===== src/rtl/alu_pkg.sv =====
// Shared opcode encodings, legality check and sequencer state type for the 4-bit ALU front end.
package alu_pkg;

   localparam logic [2:0] OP_ADD = 3'b000;
   localparam logic [2:0] OP_SUB = 3'b001;
   localparam logic [2:0] OP_AND = 3'b010;
   localparam logic [2:0] OP_OR  = 3'b011;

   typedef enum logic [1:0] {
      IDLE  = 2'd0,
      ISSUE = 2'd1,
      RESP  = 2'd2
   } state_t;

   // Every opcode with the top bit set is illegal.
   function automatic logic is_legal_op(input logic [2:0] op);
      return (op[2] == 1'b0);
   endfunction

endpackage


===== src/rtl/alu_op_sequencer.sv =====
// Registers one ALU request, drives the ALU for a full cycle, returns result plus selected carry.
// Latency: response valid 2 cycles after the request cycle (legal), 1 cycle (illegal).
// Backpressure: one op in flight; req_ready low until the response handshake completes.
module alu_op_sequencer
   import alu_pkg::*;
#(
   parameter int WIDTH = 4,
   parameter int OPW   = 3,
   parameter int CNT_W = 8
) (
   input  logic             clk,
   input  logic             reset_n,
   input  logic             req_valid,
   output logic             req_ready,
   input  logic [WIDTH-1:0] req_a,
   input  logic [WIDTH-1:0] req_b,
   input  logic             req_c,
   input  logic [OPW-1:0]   req_opcode,
   output logic [WIDTH-1:0] alu_a,
   output logic [WIDTH-1:0] alu_b,
   output logic             alu_c,
   output logic [OPW-1:0]   alu_opcode,
   input  logic [WIDTH-1:0] alu_result,
   input  logic             alu_carrysum,
   input  logic             alu_carrysub,
   output logic             rsp_valid,
   input  logic             rsp_ready,
   output logic [WIDTH-1:0] rsp_result,
   output logic             rsp_carry,
   output logic             rsp_err,
   output logic [CNT_W-1:0] op_count
);

   state_t state, state_nxt;
   logic   accept;
   logic   req_legal;
   logic   capture;
   logic   rsp_hs;
   logic   carry_sel;

   assign req_legal = is_legal_op(req_opcode);

   always_ff @(posedge clk or negedge reset_n) begin
      if (!reset_n) begin
         state <= IDLE;
      end else begin
         state <= state_nxt;
      end
   end

   always_comb begin
      state_nxt = state;
      accept    = 1'b0;
      capture   = 1'b0;
      rsp_hs    = 1'b0;
      req_ready = 1'b0;
      rsp_valid = 1'b0;
      case (state)
         IDLE: begin
            req_ready = 1'b1;
            if (req_valid) begin
               accept    = 1'b1;
               state_nxt = req_legal ? ISSUE : RESP;
            end
         end
         ISSUE: begin
            capture   = 1'b1;
            state_nxt = RESP;
         end
         RESP: begin
            rsp_valid = 1'b1;
            if (rsp_ready) begin
               rsp_hs    = 1'b1;
               state_nxt = IDLE;
            end
         end
         default: state_nxt = IDLE;
      endcase
   end

   // Carry is chosen from the issued opcode, not whatever sits on req_opcode now.
   always_comb begin
      carry_sel = 1'b0;
      if (alu_opcode == OP_ADD) begin
         carry_sel = alu_carrysum;
      end else if (alu_opcode == OP_SUB) begin
         carry_sel = alu_carrysub;
      end
   end

   // Illegal requests leave the ALU drive registers untouched.
   always_ff @(posedge clk or negedge reset_n) begin
      if (!reset_n) begin
         alu_a      <= '0;
         alu_b      <= '0;
         alu_c      <= 1'b0;
         alu_opcode <= '0;
      end else if (accept && req_legal) begin
         alu_a      <= req_a;
         alu_b      <= req_b;
         alu_c      <= req_c;
         alu_opcode <= req_opcode;
      end
   end

   always_ff @(posedge clk or negedge reset_n) begin
      if (!reset_n) begin
         rsp_result <= '0;
         rsp_carry  <= 1'b0;
         rsp_err    <= 1'b0;
      end else if (accept) begin
         rsp_err <= !req_legal;
         if (!req_legal) begin
            rsp_result <= '0;
            rsp_carry  <= 1'b0;
         end
      end else if (capture) begin
         rsp_result <= alu_result;
         rsp_carry  <= carry_sel;
      end
   end

   always_ff @(posedge clk or negedge reset_n) begin
      if (!reset_n) begin
         op_count <= '0;
      end else if (rsp_hs && !rsp_err) begin
         op_count <= op_count + CNT_W'(1);
      end
   end

endmodule


===== config.mk =====
export PLATFORM = sky130hd
export DESIGN_NAME = alu_op_sequencer
export DESIGN_NICKNAME = d
export VERILOG_FILES = /design/src/rtl/alu_pkg.sv /design/src/rtl/alu_op_sequencer.sv
export SDC_FILE = /design/constraint.sdc
export NUM_CORES = 1
export LEC_CHECK = 0
export ABC_AREA = 0
export BUFFER_PORTS_ARGS = -buffer_cell sky130_fd_sc_hd__buf_2
export CAP_MARGIN = 30
export CORE_UTILIZATION = 45
export CTS_BUF_LIST = sky130_fd_sc_hd__clkbuf_4
export DETAILED_ROUTE_END_ITERATION = 10
export GPL_ROUTABILITY_DRIVEN = 0
export PLACE_DENSITY = 0.78
export SLEW_MARGIN = 20
export SYNTH_ARGS = -nofsm -noshare
export SYNTH_HDL_FRONTEND = slang
export SYNTH_SLANG_ARGS = --single-unit

===== constraint.sdc =====
create_clock -name clk -period 1.6 [get_ports clk]
set_input_delay 0.16 -clock clk [delete_from_list [all_inputs] [get_ports clk]]
set_output_delay 0.16 -clock clk [all_outputs]
set_load 0.05 [all_outputs]

# Word level (Yosys, flattened, before mapping)
# Cells that the tools add are included.
# totals
reg_bits,28
in_bits,22
output_inout_bits,28
# classes
addsub,1
reduce_logical,8
n_eq_ne,6
muxes,19
n_bitwise,1
# op_table
operator,n
$mux 1,12
$mux 4,3
$add 8x1->8 const B,1
$mux 2,3
$ne 2x2->1 const B,3
$pmux 2 s3,1
$reduce_and 2->1,2
$eq 3x1->1 const B,1
$logic_not 3->1,1
$eq 2x1->1 const B,1
$eq 2x2->1 const B,1
$logic_and 1x1->1,2
$logic_not 2->1,1
$reduce_bool 2->1,1
$logic_not 1->1,1
$not 1->1,1

# Logic depth before layout (Yosys ltp)
# Gate-level depths: netlist of the first run.
# logic_depth
ltp_word,5
depth_mapped,4

# Least setup slack after synthesis of the first run
# No wires, ideal clock.
# synth_timing
path_type,register -> register
start,register state[0]
end,register rsp_err
synth_period_minus_slack_ns,1.661
arrival_ns,1.536
stages_incl_launch_ff,4
required_ns,1.475
slack_ns,-0.061
cell_sequence,dfrtp_1 nor2_1 nand2_1 mux2_2
# synth_via
elab_chain_cells,2
# synth_rtl
element,line_no,source
from (decl),alu_op_sequencer.sv:34,"state_t state, state_nxt;"
from (signal assigned),alu_op_sequencer.sv:47,state <= state_nxt;
$logic_not 2->1,alu_op_sequencer.sv:58,case (state)
$mux 1,alu_op_sequencer.sv:58,
to (signal assigned),alu_op_sequencer.sv:112,rsp_err <= !req_legal;
to (decl),alu_op_sequencer.sv:30,"output logic rsp_err,"
# No other way between the ends.
# A chain may end at the register's enable or synchronous reset.

# Final worst setup path of the first run
# layout_timing
start,register state[0]
end,output port rsp_valid
# layout_via
elab_chain_cells,2
# layout_rtl
element,line_no,source
$eq 2x2->1,alu_op_sequencer.sv:58,
$mux 1,alu_op_sequencer.sv:58,
to (decl),alu_op_sequencer.sv:26,"output logic rsp_valid,"
# No other way between the ends.

==> results of run 1 <==
-- critical path, cell delays in order (launching register included) --
cell      delay [ps]
dfrtp_1          480
nand2b_1         190
inv_1             50
buf_2            250
-- report_power, final --
part	internal (mW)	total [mW]	switching [mW]
logic	0.346	1.26	0.913
clock network	0.0914	0.286	0.194
registers	0.898	1.05	0.149
total	1.34	2.59	1.26
-- area by class of cell --
class,instances,area share [%]
sequential,28,48.4
timing repair buffer,51,19.0
clock inverter,1,0.259
inverter,1,0.259
tap,28,2.42
multi-input combinational,46,28.1
clock buffer,3,1.56
-- state kept, by name (all words and copies together) (netlist names) --
name        count
alu_a           4
alu_b           4
alu_c           1
alu_opcode      3
op_count        8
rsp_carry       1
rsp_err         1
rsp_result      4
state           2
-- synthesized netlist by cell type --
master	count	share of area (%)
nand2b_1	1	0.55
dfrtp_1	28	62
xnor2_1	6	4.6
nor2b_1	2	1.1
nand2_1	3	0.99
nor2_1	2	0.66
mux2_2	14	14
a32o_1	1	0.88
or2_2	1	0.55
a22o_1	4	3.1
xor2_1	1	0.77
clkbuf_1	1	0.33
nor4b_4	1	2.1
a21oi_1	1	0.44
and4bb_2	1	1.1
o21ai_0	1	0.44
buf_6	2	2.0
ha_1	1	1.1
nand4_1	4	2.2
and3_1	2	1.1
inv_1	1	0.33
-- metal layers --
metal | wire, um | vias to the layer above | share of wire, % | global-route usage (%)
met5 | 0 | - | 0 | 0
met4 | 10 | 0 | 0.47 | 5.26
met3 | 103 | 2 | 4.8 | 3.48
met2 | 1100 | 22 | 51 | 27.8
met1 | 937 | 383 | 44 | 22.5
li1 | - | 377 | - | -
-- stage by stage --
step | setup slack [ps] | hold slack (ps) | utilization (%) | total power, mW | instance area, um2
finish | 147 | 31.9 | 63.0 | 2.59 | 1450
global route | 82.6 | 23.6 | 63.0 | 2.71 | 1450
CTS | 139 | 30.1 | 63.0 | 2.62 | 1450
detailed placement | 164 | 208 | 61.4 | 2.33 | 1410
global placement | 206 | 194 | 61.4 | 2.29 | 1410
floorplan | 125 | -136 | - | 2.01 | 1140
-- path summary, 6_finish.rpt --
check                      slack [ps]                    start  cells past startpoint                   endpoint
min                                30                rsp_ready                      2       state[1]$_DFFE_PN0P_
max                               150     state[0]$_DFFE_PN0P_                      3                  rsp_valid
min in group asynchronous         360                  reset_n                      2  rsp_result[3]$_DFFE_PN0P_
min reg2reg                       480  op_count[7]$_DFFE_PN0P_                      1    op_count[7]$_DFFE_PN0P_
max reg2reg                       150     state[0]$_DFFE_PN0P_                      3       alu_b[2]$_DFFE_PN0P_
max in group asynchronous         840                  reset_n                      2    op_count[1]$_DFFE_PN0P_
-- logic make-up after synthesis --
group	count (synthesis)	share of synthesized area, %
xor+xnor	7	5.40
simple gates	17	10.4
fa+ha+maj	1	1.10
mux	14	13.9
buf+inv	4	2.65
flops	28	61.7
compound gates	7	4.85
-- what timing repair did --
item,4_1_cts,5_1_grt
endpoints found under the setup margin,0,0
hold buffers,1,0
endpoints found under the hold margin,28,0
==> results.cfg, run 1 <==
[clocking]
root_buffer = clkbuf_4
cts_setup_buffers = 0
post_cts_resized = 0
cts_made_buffers = 3
h-tree-depth = 1
clkTransAtPathRegs_ps = 140
clock_latency_ps = 320
clkSinkCount = 28
cts_tree = built
cts.path.max_buffers = 2

[worst_setup_path]
crit_fanout = 6
worst_ep_arrival_time_ps = 1290
start_kind = flip-flop
critPathKind = flip-flop to output pin
crit_required_ps = 1440
endpoint_kind = output pin

[placement]
port_buffers = 49
hpwl_um = 1650
place_inst = 153

[sta]
rsz0062_at_grt = no
fin_tns_setup_ps = 0
max_freq_mhz = 688
max_slew_margin_pct = 59.7
fin_crit_sh_pct = 90.8
tightestPinTransition_ps = 605
slew_violations = 0
hold_viol = 0
finalCriticalPeriod_ps = 1450
worst_clock_skew_ps = 7.24
setup_viol = 0

[cells_and_area]
layout_common_cells = buf_2, dfrtp_1, mux2_2, xnor2_1
fin_nets = 154
diodes = 0
fin_cells = 158
layout_commonest_cell = buf_2
multi_input_area_um2 = 407
ff_latch_area_um2 = 701
drive_gt1_share_pct = 54.6
syn_to_final_growth_pct = 27.6
fill_cells = 208

[detailed_routing]
first_iter_violations = 12
drcViolationCount = 0
vias = 784
dr.pass1.iters = 4
post_drt_wl_per_cell_um = 13.6
ant_nets = 0
wl_um = 2150
viasPerCell = 4.96

[power_and_ir_drop]
leakage_nw = 0.741
vdd_ir_drop_max_mv = 1.08
p_per_area_nw_per_um2 = 1790

[logic_synthesis]
ys_ff_latch = 28
syn_avg_cell_area_um2 = 14.5
ys_warn_count = 0
synth_area_um2 = 1130
ys_seq_area_share_pct = 61.7
synth_cell_types = 21
syn-num-nets = 101
syn_inst = 78

[floorplanning]
core_um2 = 2300
die_x_um = 52.2
io_pins = 50
die_h_um = 52.2
num_rows = 17
dieArea_um2 = 2730
initial_core_util_pct = 49.4

[run]
max-cap-violations = 0

[grt]
antenna_found_initial = 0
grt_pass1_wl_um = 3330
grt_pass1_vias = 742
grt_max_degree = 29
grt_overflow_total = 0
track_usage_pct = 16.9

[run_status]
status = finished, final reports clean

[worst_hold_path]
hp-class = primary input to flip-flop
No activity file was read; power rests on OpenSTA's default activity.
==> run 2, diff against run 1 <==
- MAX_ROUTING_LAYER: unset -> met4
==> results.cfg, run 2 (synthesized netlist as in run 1, its figures left out) <==
[run_status]
status = finished, final reports clean

[sta]
max_freq_mhz = 688
rsz0062_at_grt = no
setup_viol = 0
hold_viol = 0
fin_tns_setup_ps = 0
tightestPinTransition_ps = 604
max_slew_margin_pct = 59.7
finalCriticalPeriod_ps = 1450
fin_crit_sh_pct = 90.8
slew_violations = 0
worst_clock_skew_ps = 7.20

[placement]
port_buffers = 49
hpwl_um = 1650
place_inst = 153

[worst_setup_path]
r2r_start = state[0]$_DFFE_PN0P_
reg2reg_depth = 3
cp-startpoint = state[0]$_DFFE_PN0P_
regToRegSetupSlack_ps = 150
critPathKind = flip-flop to flip-flop
critical_path.max_stage_delay_ps = 480
path_cells = nor4b_4, buf_12, mux2_2
worst_ep_arrival_time_ps = 1670
endpoint_kind = flip-flop
r2r-end = alu_b[2]$_DFFE_PN0P_
crit_cells = 3
crit_fanout = 13
cp_slowest_cell = dfrtp_1
start_kind = flip-flop
crit_buf_inv = 1
crit_family = flip-flops
crit_required_ps = 1820
crit_end = alu_b[2]$_DFFE_PN0P_

[cells_and_area]
largest_reg_flops = 8
fin_nets = 154
fin_cells = 158
final_core_util_pct = 63.0
fill_cells = 208
layout_common_cells = buf_2, dfrtp_1, mux2_2, xnor2_1
syn_to_final_growth_pct = 27.6
layout_commonest_cell = buf_2
drive_gt1_share_pct = 54.6
diodes = 0
max_flop_register = op_count

[detailed_routing]
wl_um = 2140
viasPerCell = 4.96
drcViolationCount = 0
dr.pass1.iters = 4
ant_nets = 0
first_iter_violations = 12
vias = 784
post_drt_wl_per_cell_um = 13.5

[grt]
grt_pass1_vias = 741
grt_overflow_total = 0
antenna_found_initial = 0
grt_max_degree = 29
track_usage_pct = 17.4
grt_pass1_wl_um = 3330

[power_and_ir_drop]
vdd_ir_drop_max_mv = 1.08
leakage_nw = 0.741
p_per_area_nw_per_um2 = 1790

[clocking]
cts_tree = built
root_buffer = clkbuf_4
cts_made_buffers = 3
clkTransAtPathRegs_ps = 140
post_cts_resized = 0
cts.path.max_buffers = 2
clkSinkCount = 28
clock_latency_ps = 320
h-tree-depth = 1

[worst_hold_path]
hp-class = primary input to flip-flop
hp-start = rsp_ready

[floorplanning]
initial_core_util_pct = 49.4
dieArea_um2 = 2730
die_x_um = 52.2
core_um2 = 2300
io_pins = 50
num_rows = 17
die_h_um = 52.2

[run]
max-cap-violations = 0
run 2: what timing repair did:
action                                 4_1_cts  5_1_grt
endpoints found under the hold margin       28        0
hold buffers                                 1        0
setup buffers                                0        0
run 2: how the worst min path moves through the flow:
stage	end	slack, ps	cells after the start
after floorplan	alu_a[0]$_DFFE_PN0P_	-140	0
after global placement	op_count[1]$_DFFE_PN0P_	190	1
after detailed placement	alu_b[2]$_DFFE_PN0P_	210	1
after CTS	state[1]$_DFFE_PN0P_	30	2
after global routing	state[1]$_DFFE_PN0P_	20	2
final	state[1]$_DFFE_PN0P_	30	2
run 2: through the flow:
step	setup WS [ps]	hold slack [ps]	power, mW	instance area [um2]
CTS	139	30.1	2.62	1450
global route	82.6	23.6	2.71	1450
floorplan	125	-136	2.01	1140
detailed placement	164	208	2.33	1410
finish	147	33.4	2.59	1450
global placement	206	194	2.29	1410
run 2: per-layer routing:
metal / GRT usage, % / vias to the layer above / part of all wire, %
met3: 3.48 / 2 / 4.7
met4: 5.26 / 0 / 0.47
met5: - / - / 0
met2: 27.8 / 22 / 51
li1: - / 378 / -
met1: 22.5 / 382 / 43
run 2: worst register-to-register path: stages (launching register included):
cell and delay [ps]:
dfrtp_1 480, nor4b_4 350, buf_12 180, mux2_2 340
run 2: power breakdown:
part	switching, mW	internal, mW
logic	0.913	0.346
clock network	0.193	0.0913
registers	0.149	0.898
run 2: final cells by class:
type,instances,area (um2),area share [%]
sequential,28,701,48.4
multi-input combinational,46,407,28.1
timing repair buffer,51,275,19.0
tap,28,35.0,2.42
clock buffer,3,22.5,1.56
clock inverter,1,3.75,0.259
inverter,1,3.75,0.259
==> run 3, diff against run 2 <==
==> constraint.sdc (replaced) <==
create_clock -name clk -period 1.6 [get_ports clk]
set_input_delay 0.08 -clock clk [delete_from_list [all_inputs] [get_ports clk]]
set_output_delay 0.08 -clock clk [all_outputs]
set_load 0.05 [all_outputs]
==> results.cfg, run 3 (synthesized netlist as in run 1, its figures left out) <==
[run_status]
status = finished, final reports clean

[grt]
grt_pass1_wl_um = 3760
antenna_found_initial = 0
grt_max_degree = 29
track_usage_pct = 20.0
grt_pass1_vias = 813
grt_overflow_total = 0

[worst_setup_path]
crit_fanout = 13
critical_path.max_stage_delay_ps = 480
path_cells = nor4b_4, buf_12, mux2_2
r2r_start = state[0]$_DFFE_PN0P_
crit_required_ps = 1820
worst_ep_arrival_time_ps = 1670
start_kind = flip-flop
reg2reg_depth = 3
r2r-end = alu_b[2]$_DFFE_PN0P_
endpoint_kind = flip-flop
regToRegSetupSlack_ps = 150
critPathKind = flip-flop to flip-flop
cp_slowest_cell = dfrtp_1

[power_and_ir_drop]
combinationalPowerShare_pct = 49.3
vdd_ir_drop_max_mv = 1.23
power_mw = 2.63
internal-power_mw = 1.36
leakage_nw = 0.808
p_per_area_nw_per_um2 = 1640
p_sw_mw = 1.27
power.share.clock_pct = 10.9
pwr-share-seq_pct = 39.8
power.share.switching_pct = 48.3

[cells_and_area]
layout_commonest_cell = buf_2
largest_reg_flops = 8
max_flop_register = op_count
diodes = 0
layout_common_cells = buf_2, dfrtp_1, dlygate4sd3_1, mux2_2, xnor2_1
drive_gt1_share_pct = 48.6
finalInstanceArea_um2 = 1610
fin_nets = 170
syn_to_final_growth_pct = 41.7

[floorplanning]
die_x_um = 52.2
dieArea_um2 = 2730
die_h_um = 52.2
num_rows = 17
initial_core_util_pct = 49.4
core_um2 = 2300
io_pins = 50

[sta]
setup_viol = 0
tightestPinTransition_ps = 608
timing.hold.ws_ps = 67.4
rsz0062_at_grt = no
fin_tns_setup_ps = 0
worst_clock_skew_ps = 5.15
slew_violations = 0
hold_viol = 0
fin_crit_sh_pct = 90.6
max_freq_mhz = 690
max_slew_margin_pct = 59.4
finalCriticalPeriod_ps = 1450

[run]
max-cap-violations = 0

[detailed_routing]
dr.pass1.iters = 4
viasPerCell = 4.85
drcViolationCount = 0
vias = 844
first_iter_violations = 9
post_drt_wl_per_cell_um = 14.0
ant_nets = 0
wl_um = 2440

[worst_hold_path]
holdPathStages = 2
hp-start = req_opcode[2]
min_to = rsp_err$_DFFE_PN0P_
hp-class = primary input to flip-flop

[clocking]
clkSinkCount = 28
h-tree-depth = 1
clkTransAtPathRegs_ps = 140
cts_setup_buffers = 0
cts.path.max_buffers = 2
root_buffer = clkbuf_4
clock_latency_ps = 320
cts_made_buffers = 3
cts_tree = built

[placement]
hpwl_um = 1650
place_area_um2 = 1410
port_buffers = 49
==> run 3: cell count changes in the layout (fill, tap and decap cells not counted) <==
| cell | previous run | this run |
|---|---|---|
| dlygate4sd3_1 | 1 | 17 |
==> run 3: power groups by stage <==
stage | Clock, mW | Sequential, mW | Combinational [mW]
3_3_place_gp | 0 | 1.05 | 1.24
6_report | 0.287 | 1.05 | 1.30
3_5_place_dp | 0 | 1.06 | 1.27
5_1_grt | 0.321 | 1.08 | 1.35
4_1_cts | 0.299 | 1.05 | 1.30
2_1_floorplan | 0 | 1.70 | 0.314
==> run 3: layer usage <==
layer | vias to the layer above | global-route usage [%] | part of all wire, %
met4 | 0 | 5.26 | 0.41
met5 | - | - | 0
li1 | 412 | - | -
met2 | 24 | 36.1 | 54
met1 | 406 | 22.7 | 41
met3 | 2 | 3.77 | 4.2
==> run 3: final cells by class <==
class / count / area (um2)
tap: 28 / 35.0
clock inverter: 1 / 3.75
timing repair buffer: 67 / 435
clock buffer: 3 / 22.5
multi-input combinational: 46 / 407
inverter: 1 / 3.75
sequential: 28 / 701
fill: 182 / 689
==> run 3: worst max-delay path by stage <==
stage	startpoint	endpoint
floorplan	rsp_err$_DFFE_PN0P_	op_count[1]$_DFFE_PN0P_
global placement	state[0]$_DFFE_PN0P_	alu_b[3]$_DFFE_PN0P_
detailed placement	state[0]$_DFFE_PN0P_	alu_b[2]$_DFFE_PN0P_
CTS	state[0]$_DFFE_PN0P_	alu_b[2]$_DFFE_PN0P_
global route	state[0]$_DFFE_PN0P_	alu_a[1]$_DFFE_PN0P_
finish	state[0]$_DFFE_PN0P_	alu_b[2]$_DFFE_PN0P_
==> run 3: metrics by stage <==
| stage | utilization, % | cells | worst slack (ps) |
|---|---|---|---|
| 4_1_cts | 70.0 | 174 | 141 |
| 3_5_place_dp | 61.4 | 153 | 164 |
| 5_1_grt | 70.0 | 174 | 83.1 |
| 2_1_floorplan | - | 78 | 125 |
| 3_3_place_gp | 61.4 | 153 | 206 |
| 6_report | 70.0 | 174 | 150 |
==> run 3: critical path, delay by kind of cell (launching register included) <==
kind	cells	cell delay, ps
buf+inv	1	180
simple gates	1	350
mux	1	340
flops	1	480
==> run 3: repair_timing <==
| item | CTS | global route |
|---|---|---|
| gates resized for setup | 0 | 0 |
| hold buffers | 17 | 0 |
| endpoints found under the hold margin | 44 | 0 |
